## src/rtl/mini_cpu_pkg.sv

```systemverilog
// Shared types and constants for the mini CPU datapath blocks.
package mini_cpu_pkg;

    typedef enum logic [1:0] {
        DIV_IDLE,
        DIV_RUN,
        DIV_DONE
    } div_state_t;

    localparam int DIV_WIDTH = 32;
    localparam int DIV_CNT_W = $clog2(DIV_WIDTH + 1);

endpackage

```

## src/rtl/div_sub_stage.sv

```systemverilog
// One restoring-division step: shift in a bit, trial-subtract, restore on borrow.
module div_sub_stage
    import mini_cpu_pkg::*;
#(
    parameter int WIDTH = DIV_WIDTH
) (
    input  logic [WIDTH-1:0] rem_i,
    input  logic [WIDTH-1:0] divisor_i,
    input  logic             in_bit_i,
    output logic [WIDTH-1:0] next_rem_o,
    output logic             q_bit_o
);

    logic [WIDTH:0] shifted;
    logic [WIDTH:0] trial;

    assign shifted = {rem_i, in_bit_i};
    assign trial   = shifted - {1'b0, divisor_i};

    // trial[WIDTH] is the borrow of the WIDTH+1-bit compare
    assign q_bit_o    = ~trial[WIDTH];
    assign next_rem_o = trial[WIDTH] ? shifted[WIDTH-1:0] : trial[WIDTH-1:0];

endmodule

```

## src/rtl/seq_divider.sv

```systemverilog
// Multi-cycle restoring divider, one quotient bit per clock.
// Define SIGNED_DIV_EN to add the is_signed port and two's-complement fix-up.
module seq_divider
    import mini_cpu_pkg::*;
#(
    parameter int WIDTH = DIV_WIDTH
) (
    input  logic             clk,
    input  logic             rst_n,
    input  logic             start,
    input  logic [WIDTH-1:0] dividend,
    input  logic [WIDTH-1:0] divisor,
`ifdef SIGNED_DIV_EN
    input  logic             is_signed,
`endif
    output logic             busy,
    output logic             done,
    output logic [WIDTH-1:0] quotient,
    output logic [WIDTH-1:0] remainder,
    output logic             div_by_zero_flag,
    output logic             overflow_flag
);

    localparam int CNT_W = $clog2(WIDTH + 1);
    localparam logic [CNT_W-1:0] LAST = CNT_W'(WIDTH);
    localparam logic [WIDTH-1:0] MIN_NEG = {1'b1, {(WIDTH-1){1'b0}}};

    div_state_t       state_q, state_d;
    logic [CNT_W-1:0] cnt_q, cnt_d;
    logic [WIDTH-1:0] rem_q, rem_d;
    logic [WIDTH-1:0] quo_q, quo_d;
    logic [WIDTH-1:0] dvs_q, dvs_d;
    logic             negq_q, negq_d;
    logic             negr_q, negr_d;
    logic             zero_q, zero_d;
    logic             ovfp_q, ovfp_d;
    logic [WIDTH-1:0] quot_q, quot_d;
    logic [WIDTH-1:0] remo_q, remo_d;
    logic             dbz_q, dbz_d;
    logic             ovf_q, ovf_d;

    logic [WIDTH-1:0] step_rem;
    logic             step_bit;
    logic             sg;
    logic             a_neg;
    logic             b_neg;
    logic [WIDTH-1:0] a_mag;
    logic [WIDTH-1:0] b_mag;

    div_sub_stage #(.WIDTH(WIDTH)) u_sub (
        .rem_i      (rem_q),
        .divisor_i  (dvs_q),
        .in_bit_i   (quo_q[WIDTH-1]),
        .next_rem_o (step_rem),
        .q_bit_o    (step_bit)
    );

`ifdef SIGNED_DIV_EN
    assign sg = is_signed;
`else
    assign sg = 1'b0;
`endif

    assign a_neg = sg & dividend[WIDTH-1];
    assign b_neg = sg & divisor[WIDTH-1];
    assign a_mag = a_neg ? (~dividend + 1'b1) : dividend;
    assign b_mag = b_neg ? (~divisor + 1'b1) : divisor;

    always_comb begin
        state_d = state_q;
        cnt_d   = cnt_q;
        rem_d   = rem_q;
        quo_d   = quo_q;
        dvs_d   = dvs_q;
        negq_d  = negq_q;
        negr_d  = negr_q;
        zero_d  = zero_q;
        ovfp_d  = ovfp_q;
        quot_d  = quot_q;
        remo_d  = remo_q;
        dbz_d   = dbz_q;
        ovf_d   = ovf_q;
        unique case (state_q)
            DIV_IDLE, DIV_DONE: begin
                state_d = DIV_IDLE;
                if (start) begin
                    state_d = DIV_RUN;
                    dbz_d   = 1'b0;
                    ovf_d   = 1'b0;
                    dvs_d   = b_mag;
                    zero_d  = (divisor == '0);
                    ovfp_d  = sg && (dividend == MIN_NEG) && (divisor == '1);
                    if (divisor == '0) begin
                        // no steps: finalize on the next edge
                        cnt_d  = LAST;
                        quo_d  = '1;
                        rem_d  = dividend;
                        negq_d = 1'b0;
                        negr_d = 1'b0;
                    end else begin
                        cnt_d  = '0;
                        quo_d  = a_mag;
                        rem_d  = '0;
                        negq_d = a_neg ^ b_neg;
                        negr_d = a_neg;
                    end
                end
            end
            DIV_RUN: begin
                if (cnt_q == LAST) begin
                    state_d = DIV_DONE;
                    quot_d  = negq_q ? (~quo_q + 1'b1) : quo_q;
                    remo_d  = negr_q ? (~rem_q + 1'b1) : rem_q;
                    dbz_d   = zero_q;
                    ovf_d   = ovfp_q;
                end else begin
                    rem_d = step_rem;
                    quo_d = {quo_q[WIDTH-2:0], step_bit};
                    cnt_d = cnt_q + 1'b1;
                end
            end
            default: state_d = DIV_IDLE;
        endcase
    end

    always_ff @(posedge clk or negedge rst_n) begin
        if (!rst_n) begin
            state_q <= DIV_IDLE;
            cnt_q   <= '0;
            rem_q   <= '0;
            quo_q   <= '0;
            dvs_q   <= '0;
            negq_q  <= 1'b0;
            negr_q  <= 1'b0;
            zero_q  <= 1'b0;
            ovfp_q  <= 1'b0;
            quot_q  <= '0;
            remo_q  <= '0;
            dbz_q   <= 1'b0;
            ovf_q   <= 1'b0;
        end else begin
            state_q <= state_d;
            cnt_q   <= cnt_d;
            rem_q   <= rem_d;
            quo_q   <= quo_d;
            dvs_q   <= dvs_d;
            negq_q  <= negq_d;
            negr_q  <= negr_d;
            zero_q  <= zero_d;
            ovfp_q  <= ovfp_d;
            quot_q  <= quot_d;
            remo_q  <= remo_d;
            dbz_q   <= dbz_d;
            ovf_q   <= ovf_d;
        end
    end

    assign busy             = (state_q == DIV_RUN);
    assign done             = (state_q == DIV_DONE);
    assign quotient         = quot_q;
    assign remainder        = remo_q;
    assign div_by_zero_flag = dbz_q;
    assign overflow_flag    = ovf_q;

endmodule
```

## config.mk

```make
export PLATFORM = sky130hd
export DESIGN_NAME = seq_divider
export DESIGN_NICKNAME = d
export VERILOG_FILES = /design/src/rtl/mini_cpu_pkg.sv /design/src/rtl/div_sub_stage.sv /design/src/rtl/seq_divider.sv
export SDC_FILE = /design/constraint.sdc
export NUM_CORES = 1
export LEC_CHECK = 0
export BUFFER_PORTS_ARGS = -buffer_cell sky130_fd_sc_hd__buf_2
export CORE_AREA = 2 2 231 119
export CTS_BUF_LIST = sky130_fd_sc_hd__clkbuf_4
export CTS_CLUSTER_DIAMETER = 80
export CTS_CLUSTER_SIZE = 40
export DETAILED_ROUTE_END_ITERATION = 8
export DIE_AREA = 0 0 233 121
export SLEW_MARGIN = 20
export SYNTH_ARGS = -nofsm -noshare
export SYNTH_HDL_FRONTEND = slang
export SYNTH_SLANG_ARGS = --single-unit
```

## constraint.sdc

```tcl
create_clock -name clk -period 4.43 [get_ports clk]
set_input_delay 0.6645 -clock clk [delete_from_list [all_inputs] [get_ports clk]]
set_output_delay 0.6645 -clock clk [all_outputs]
set_load 0.05 [all_outputs]
```

==> run summary, run 1 <==
Outcome = completed
Clock slew at reported path FFs = 0.18 ns
Critical path arrival = 3.89 ns
CP max stage cell = ha_1
Number of cell rows = 42
Syn nets = 1179
Worst EP required = 4.87 ns
WL per Instance = 18.4 microns
Yosys reg bits = 170
Die W = 233 microns
Period utilization = 77.8%
Gr usage total = 20.9%
Drt via density = 5.20
Ports = 135
Synthesized area per cell = 8.43 sq um
Post-synthesis sequential area ratio = 46.8%
Crit start category = flip-flop
GPL Wtd Cong = 0.882
Synth top area cells = dfrtp_1 47%, nand2_1 12%, o21ai_0 7.2%
M2 GR Usage = 31.4%
First-pass GRT wire length = 45300 microns
Worst hold path type = input pin to asynchronous set/reset pin
Worst path max stage delay = 0.52 ns
Share of cells above drive strength 1 = 16.5%
Root buffer cell = clkbuf_4
Grt ovf = 0
TritonCTS clock tree = yes
Highest fanout seen on the critical path = 20
Max Buffers Root-to-Sink = 2
Antenna violations before repair = 4
Post-CTS setup buffers = 0
Grt met1 use = 30.8%
CTS Buf Count = 17
Syn Inst Count = 1077
Global routing's busiest layer = met2
Post-synth top flop = dfrtp_1
Max-Cap Viols = 0
Ys Warns = 0
Post-synth top area share = 46.8%
Largest area contributor in the synthesized netlist = dfrtp_1
Vias in the first global route = 7906
Clk sink count = 170
IO Port Bufs = 133
Initial drt markers = 809
Synthesized cell area = 9080 sq um
Post-route antenna net violation count = 0
Post-synth EDFFs = 0
Crit Path Class = flip-flop to flip-flop
Period minus WS final = 3.45 ns
RSZ-0062 raised after global routing = false
Residual DRC = 0
Post-synthesis cell type count = 66
FILL cells = 2676
Post-synth ARST share = 100%
Setup_tns = 0 ns
Final Skew = 0.0375 ns
Worst-margin pin slew = 0.919 ns
# resized after CTS = 0
Critical-path cell list = ha_1, nand2_1, nor4_4, o211ai_1, a211oi_2, o21ai_2, and3b_1, nor2_4, buf_4, mux2i_1, o21ai_0
Slew Viols, Final = 0
Pin count of the biggest net entering global routing = 90
H-tree levels = 4
Final setup vio count = 0
Starting Density = 34.8%
CP endpoint kind = flip-flop
Via count = 8078
Final WL = 28600 microns
GR Util met3 = 3.71%
DRT Pass-1 Iters = 7
Area Overhead vs Synth = 14.5%
Hold-fix buffers at CTS = 0
Relative slew slack = 38.6%
Fin nets = 1286
Achievable Freq = 290 MHz
Detail Placement HPWL = 20800 microns
Final hold viol count = 0
Core area = 26100 sq um
Full die area = 28200 sq um
Die Y = 121 microns
Clk_lat worst skew = 0.62 ns
path summary, 6_finish.rpt:
| path | depth (start not counted) | startpoint | to | slack [ns] |
|---|---|---|---|---|
| min in group clk | 3 | divisor[20] | dvs_q[20] | 0.26 |
| worst max register to register | 11 | rem_q[22] | rem_q[14] | 0.98 |
| max in group asynchronous | 2 | rst_n | dvs_q[2] | 3.36 |
| worst max-delay path | 11 | rem_q[22] | rem_q[14] | 0.98 |
| worst min register to register | 2 | remainder[11] | remainder[11] | 0.49 |
| worst min-delay path | 1 | rst_n | quotient[30] | 0.05 |
area by class of cell:
type	instances	area, sq um	share of cell area [%]
sequential	170	4250	40.9
clock buffer	17	128	1.23
inverter	43	161	1.55
multi-input combinational	801	4410	42.4
antenna	4	10.0	0.0963
tap	352	440	4.24
clock inverter	15	188	1.80
timing repair buffer	151	807	7.76
cells in the final DEF (no fill, tap or decap), types with 3 or more instances in the layout:
cell type and instances:
buf_2 132, a21oi_1 64, nand3_1 24, a21o_1 11
mux2i_1 12, nand2b_1 5, nand4_1 10, bufinv_16 3
nor4_1 8, a31oi_1 10, xnor2_1 19, a221oi_1 3
nand2_1 283, a311oi_1 3, inv_1 42, buf_4 18
inv_6 7, xor2_1 13, and3_1 16, nor2_1 48
ha_1 34, nor2b_1 5, dfrtp_1 170, o22ai_1 5
o211ai_1 5, a211oi_1 6, nor3_1 9, diode_2 4
or3_1 34, clkbuf_4 17, o21ai_0 131
routing by layer:
layer / part of all wire [%] / wire, microns
met3: 4.5 / 1280
met4: 1.1 / 304
met1: 50 / 14400
met2: 44 / 12700
met5: 0 / 0
sequential cells by signal (all words and copies together) (netlist names):
| register | cells |
|---|---|
| rem_q | 32 |
| zero_q | 1 |
| dvs_q | 32 |
| quo_q | 32 |
| remainder | 32 |
| cnt_q | 6 |
| quotient | 32 |
| div_by_zero_flag | 1 |
| state_q | 2 |
Yosys cell counts (3+ instances only):
cell type  count
a211oi_1       6
a21o_1        11
a21oi_1       64
a221oi_1       3
a311oi_1       3
a31oi_1       10
and3_1        16
buf_2          4
buf_6          3
clkbuf_1      53
dfrtp_1      170
ha_1          34
inv_1         42
mux2i_1       12
nand2_1      284
nand2b_1       5
nand3_1       24
nand4_1       10
nor2_1        49
nor2b_1        6
nor3_1        10
nor4_1         8
o211ai_1       5
o21ai_0      131
o22ai_1        5
or3_1         34
xnor2_1       19
xor2_1        13
worst max-delay path: cells and delay by family, from the launching register on:
family | cells | cell delay (ns)
adder cells (fa/ha/maj) | 1 | 0.52
flip-flops | 1 | 0.46
AO/OA/AOI/OAI | 4 | 0.64
AND/OR/NAND/NOR | 4 | 1.03
multiplexers | 1 | 0.23
buffers and inverters | 1 | 0.39
metrics by stage:
stage / hold WS (ns) / cells / worst slack (ns) / cell area, sq um / utilization [%]
3_3_place_gp: 0.452 / 1517 / 1.14 / 10100 / 38.6
3_5_place_dp: 0.457 / 1517 / 1.02 / 10100 / 38.6
6_report: 0.0547 / 1553 / 0.983 / 10400 / 39.8
2_1_floorplan: 0.369 / 1077 / 1.54 / 9080 / -
5_1_grt: 0.0685 / 1553 / 0.680 / 10400 / 39.8
4_1_cts: 0.0649 / 1549 / 0.966 / 10400 / 39.8
kinds of logic after synthesis:
family,Yosys count,share of synthesized area (%)
AOI/OAI and AO/OA,263,16.7
adders and majority gates,35,4.90
other,1,0.0413
and+or+nand+nor,458,22.3
xor gates and xnor gates,32,3.09
muxes,12,1.32
buffers and inverters,106,4.85
DFF,170,46.8
Power of run 1 is left out: the tool's default activity adds up to more than one toggle a clock period on the data nets, which glitch-free logic cannot reach.
==> run 2: changes to the inputs <==
- clock period: 4.43 -> 3.5 ns (I/O delays scaled with it)
==> run 2 against run 1 <==
Hold slack improved by 0.082 ns. Via count rose by 0.41%. Sequential cell count did not move. First-iteration DRC count fell by 5.6%. Clock skew fell by 0.0018 ns. Maximum frequency rose by 5.5%. Non-clock buffer count rose by 13. Core utilization rose by 0.88 points. Final cell count rose by 0.77%. Critical endpoint is now rem_q[1].
==> run summary, run 2 (synthesis gave the netlist of run 1 again) <==
Final Skew = 0.0357 ns (was 0.0375 ns)
Period minus WS final = 3.27 ns (was 3.45 ns)
Buf/Inv on CP = 1 (unchanged)
Drt via density = 5.18 (was 5.20)
WL per Instance = 18.3 microns (was 18.4 microns)
RSZ-0062 raised after global routing = false (unchanged)
Pin count of the biggest net entering global routing = 71 (was 90)
Outcome = completed (unchanged)
Gr usage total = 20.8% (was 20.9%)
Crit Path Class = flip-flop to flip-flop (unchanged)
Share of cells above drive strength 1 = 17.1% (was 16.5%)
Max-Cap Viols = 0 (unchanged)
Antenna violations before repair = 2 (was 4)
Final hold viol count = 0 (unchanged)
Number of cell rows = 42 (unchanged)
DRT Pass-1 Iters = 5 (was 7)
Worst-margin pin slew = 0.759 ns (was 0.919 ns)
Ports = 135 (unchanged)
Fin nets = 1299 (was 1286)
Core area = 26100 sq um (unchanged)
Most common cell after layout, fill and taps aside = nand2_1 (unchanged)
Clk_lat worst skew = 0.60 ns (was 0.62 ns)
Residual DRC = 0 (unchanged)
TritonCTS clock tree = yes (unchanged)
Worst EP required = 3.99 ns (was 4.87 ns)
WHS = 0.137 ns (was 0.0547 ns)
Highest fanout seen on the critical path = 8 (was 20)
CP max stage cell = dfrtp_1 (was ha_1)
IO Port Bufs = 133 (unchanged)
GPL Wtd Cong = 0.895 (was 0.882)
Area Overhead vs Synth = 17.0% (was 14.5%)
Initial drt markers = 764 (was 809)
First-pass GRT wire length = 45000 microns (was 45300 microns)
Relative slew slack = 49.4% (was 38.6%)
Commonest cells after routing, fill and taps aside = 283 x nand2_1, 170 x dfrtp_1, 132 x buf_2 (unchanged)
Vias in the first global route = 7879 (was 7906)
Worst hold path type = input pin to flip-flop (was input pin to asynchronous set/reset pin)
FILL cells = 2643 (was 2676)
Worst path max stage delay = 0.42 ns (was 0.52 ns)
CTS Buf Count = 17 (unchanged)
Post-route antenna net violation count = 0 (unchanged)
CP endpoint kind = flip-flop (unchanged)
CP top delay family = compound AO/OA/AOI/OAI gates (was simple AND/OR/NAND/NOR gates)
Crit start category = flip-flop (unchanged)
Via count = 8111 (was 8078)
Full die area = 28200 sq um (unchanged)
Final WL = 28600 microns (about the same)
Setup_tns = 0 ns (unchanged)
Die W = 233 microns (unchanged)
Post-CTS setup buffers = 0 (unchanged)
Clk sink count = 170 (unchanged)
Critical path arrival = 3.76 ns (was 3.89 ns)
Root buffer cell = clkbuf_4 (unchanged)
Period utilization = 93.3% (was 77.8%)
Critical-path cell list = ha_1, fa_1, nand2b_1, a21oi_1, o41ai_1, a211oi_2, o21ai_2, a21boi_2, or2_1, buf_4, o21ai_0, a221o_1 (was ha_1, nand2_1, nor4_4, o211ai_1, a211oi_2, o21ai_2, and3b_1, nor2_4, buf_4, mux2i_1, o21ai_0)
Grt ovf = 0 (unchanged)
H-tree levels = 4 (unchanged)
Max Buffers Root-to-Sink = 2 (unchanged)
Slew Viols, Final = 0 (unchanged)
Detail Placement HPWL = 21000 microns (was 20800 microns)
Final setup vio count = 0 (unchanged)
Achievable Freq = 306 MHz (was 290 MHz)
Clock slew at reported path FFs = 0.16 ns (was 0.18 ns)
Starting Density = 34.8% (unchanged)
Die Y = 121 microns (unchanged)
## run 2: cell count changes in the layout (fill, tap and decap cells not counted)
cell / before / now
inv_8: 1 / 0
buf_4: 18 / 24
clkinvlp_4: 2 / 1
clkinv_1: 0 / 2
inv_6: 7 / 3
diode_2: 4 / 3
bufinv_16: 3 / 6
buf_12: 0 / 6
dlygate4sd3_1: 0 / 1
clkinv_4: 0 / 2
clkinv_2: 2 / 1
## run 2: area by class of cell
class	count	area, sq um	share of cell area [%]
Multi-Input combinational cell	801	4410	41.5
Sequential cell	170	4250	40.0
Timing Repair Buffer	164	982	9.24
Tap cell	352	440	4.14
Clock inverter	15	244	2.30
Inverter	43	161	1.52
Clock buffer	17	128	1.20
Antenna cell	3	7.51	0.0706
## run 2: worst paths after layout
path,start,end,slack [ns],cells past startpoint
hold reg to reg,remainder[11],remainder[11],0.48,2
hold / removal,divisor[18],dvs_q[18],0.14,3
min in group asynchronous,rst_n,remainder[30],0.36,2
setup / recovery,dvs_q[0],rem_q[1],0.23,12
setup reg to reg,dvs_q[0],rem_q[1],0.23,12
max in group asynchronous,rst_n,rem_q[14],2.22,3
## run 2: stage by stage
stage                     worst slack (ns)  cells  area, sq um  utilization (%)
after floorplan                      0.614   1077         9080                -
after detailed placement             0.285   1529        10200             39.2
after CTS                            0.253   1562        10600             40.7
after global routing                0.0523   1564        10600             40.7
final                                0.234   1565        10600             40.7
after global placement               0.434   1529        10200             39.2
## run 2: what timing repair did
item | in CTS | in global routing
gates resized for setup | 0 | 0
hold endpoints to repair | 31 | 0
hold buffers | 1 | 0
## run 2: per-layer routing
metal	share of wire, %	wire length [microns]	GRT usage [%]
met1	50	14200	30.8
met2	43	12400	31.0
met3	5.6	1610	4.14
met4	1.4	390	5.06
met5	0	0	0
## run 2: tightest hold or removal path, cell delays in order
cell and delay (ns):
buf_2 0.09, nand2_1 0.04, o21ai_0 0.06
Power of run 2 is left out for the same reason.
==> run 3: changes to the inputs <==
- CTS_BUF_LIST: sky130_fd_sc_hd__clkbuf_4 -> not set
==> run 3 against run 2 <==
Sequential share of layout area shrank 1.2 points. Setup slack got worse by 0.0065 ns. Via count is 0.78% higher. First-iteration DRC count grew 5.2%. Die area stayed put. Maximum frequency decreased by 0.20%. Clock skew down 0.021 ns. Register-to-register slack hardly changed. Global-route usage up 0.27 points. Routed wire length is 1.2% higher. Largest cell class unchanged.
==> run summary, run 3 (synthesis gave the netlist of run 1 again) <==
Outcome = completed (unchanged)
Die W = 233 microns (unchanged)
Post-CTS setup buffers = 0 (unchanged)
CP endpoint kind = flip-flop (unchanged)
Via count = 8174 (was 8111)
IO Port Bufs = 133 (unchanged)
GPL Wtd Cong = 0.895 (unchanged)
Worst EP required = 3.82 ns (was 3.99 ns)
Slew Viols, Final = 0 (unchanged)
Die Y = 121 microns (unchanged)
Share of cells above drive strength 1 = 17.3% (was 17.1%)
Pin count of the biggest net entering global routing = 71 (unchanged)
Most common cell after layout, fill and taps aside = nand2_1 (unchanged)
Worst-margin pin slew = 0.753 ns (was 0.759 ns)
Gr usage total = 21.0% (was 20.8%)
DRT Pass-1 Iters = 5 (unchanged)
TritonCTS clock tree = yes (unchanged)
Clk sink count = 170 (unchanged)
Detail Placement HPWL = 21000 microns (unchanged)
CP max stage cell = fa_1 (was dfrtp_1)
Period minus WS final = 3.27 ns (about the same)
Crit start category = flip-flop (unchanged)
Final WL = 28900 microns (was 28600 microns)
Clock slew at reported path FFs = 0.07 ns (was 0.16 ns)
Clk_lat worst skew = 0.44 ns (was 0.60 ns)
Final hold viol count = 0 (unchanged)
Post-layout util = 41.9% (was 40.7%)
Root buffer cell = clkbuf_16 (was clkbuf_4)
Antenna violations before repair = 1 (was 2)
Residual DRC = 0 (unchanged)
Critical-path cell list = ha_1, fa_1, nand2b_1, a21oi_1, o41ai_1, a211oi_2, o21ai_2, a21boi_4, or2_1, buf_4, o21ai_0, a221o_1 (was ha_1, fa_1, nand2b_1, a21oi_1, o41ai_1, a211oi_2, o21ai_2, a21boi_2, or2_1, buf_4, o21ai_0, a221o_1)
Final setup vio count = 0 (unchanged)
Area Overhead vs Synth = 20.6% (was 17.0%)
Relative slew slack = 49.8% (was 49.4%)
Worst setup margin = 0.228 ns (was 0.234 ns)
Vias in the first global route = 7949 (was 7879)
Period utilization = 93.5% (was 93.3%)
H-tree levels = 4 (unchanged)
Grt met1 use = 30.8% (about the same)
Pre-CTS setup slack = 0.285 ns (unchanged)
Number of cell rows = 42 (unchanged)
Ports = 135 (unchanged)
Commonest cells after routing, fill and taps aside = 283 x nand2_1, 170 x dfrtp_1, 132 x buf_2 (unchanged)
Max Buffers Root-to-Sink = 2 (unchanged)
Critical path arrival = 3.59 ns (was 3.76 ns)
First-pass GRT wire length = 45500 microns (was 45000 microns)
RSZ-0062 raised after global routing = false (unchanged)
Setup_tns = 0 ns (unchanged)
Worst hold path type = input pin to flip-flop (unchanged)
Max-Cap Viols = 0 (unchanged)
Drt via density = 5.23 (was 5.18)
Starting Density = 34.8% (unchanged)
Full die area = 28200 sq um (unchanged)
Highest fanout seen on the critical path = 8 (unchanged)
GR Util met3 = 4.53% (was 4.14%)
Global routing's busiest layer = met2 (unchanged)
CTS Buf Count = 17 (unchanged)
M2 GR Usage = 31.7% (was 31.0%)
Fin nets = 1299 (unchanged)
Post-route antenna net violation count = 0 (unchanged)
WL per Instance = 18.5 microns (was 18.3 microns)
Worst path max stage delay = 0.40 ns (was 0.42 ns)
FILL cells = 2599 (was 2643)
Initial drt markers = 804 (was 764)
Core area = 26100 sq um (unchanged)
Grt ovf = 0 (unchanged)
Achievable Freq = 306 MHz (about the same)
Final Skew = 0.0143 ns (was 0.0357 ns)
Crit Path Class = flip-flop to flip-flop (unchanged)
-- run 3: changes by cell type in the layout (fill, tap and decap cells not counted) --
cell	previous run	this run
diode_2	3	2
clkbuf_8	0	2
clkinv_1	2	0
a21boi_4	0	1
clkbuf_16	0	17
clkbuf_4	17	0
a21boi_2	1	0
-- run 3: cell type report --
class / count / area, sq um / share of cell area, %
flip-flops and latches: 170 / 4250 / 38.8
repair buffers: 164 / 982 / 8.97
clock buffers: 19 / 453 / 4.14
multi-input cells: 801 / 4420 / 40.3
well taps: 352 / 440 / 4.02
inverters: 43 / 161 / 1.47
clock inverters: 13 / 236 / 2.16
diodes: 2 / 5.00 / 0.0457
-- run 3: worst max-delay path, delay by kind of cell (launching register included) --
kind	cells	cell delay, ns
AOI/OAI and AO/OA	7	1.53
adders and majority gates	2	0.64
and+or+nand+nor	2	0.40
DFF	1	0.39
buffers and inverters	1	0.19
-- run 3: path summary, 6_finish.rpt --
path,depth (start not counted),slack [ns],start,to
worst max-delay path,12,0.23,dvs_q[0],rem_q[1]
worst min-delay path,3,0.31,divisor[12],dvs_q[12]
worst max register to register,12,0.23,dvs_q[0],rem_q[1]
worst min register to register,2,0.47,remainder[11],remainder[11]
max in group asynchronous,3,2.05,rst_n,remainder[11]
min in group asynchronous,2,0.55,rst_n,quo_q[10]
-- run 3: layer usage --
| layer | vias to the layer above | share of wire (%) | wire, microns |
|---|---|---|---|
| met5 | - | 0 | 0 |
| met4 | 0 | 1.1 | 319 |
| met3 | 18 | 5.3 | 1550 |
| met2 | 197 | 44 | 12700 |
| met1 | 4032 | 50 | 14400 |
| li1 | 3927 | - | - |
-- run 3: what timing repair did --
item | CTS | global route
hold buffers | 1 | 0
endpoints found under the hold margin | 31 | 0
endpoints found under the setup margin | 0 | 1
resized for setup | 0 | 1
-- run 3: per-stage QoR --
| stage | instances | hold slack (ns) | cell area, sq um |
|---|---|---|---|
| 6_report | 1564 | 0.308 | 11000 |
| 5_1_grt | 1563 | 0.309 | 10900 |
| 4_1_cts | 1562 | 0.294 | 10900 |
| 3_5_place_dp | 1529 | 0.449 | 10200 |
| 3_3_place_gp | 1529 | 0.451 | 10200 |
| 2_1_floorplan | 1077 | 0.229 | 9080 |
Power of run 3 is left out for the same reason.
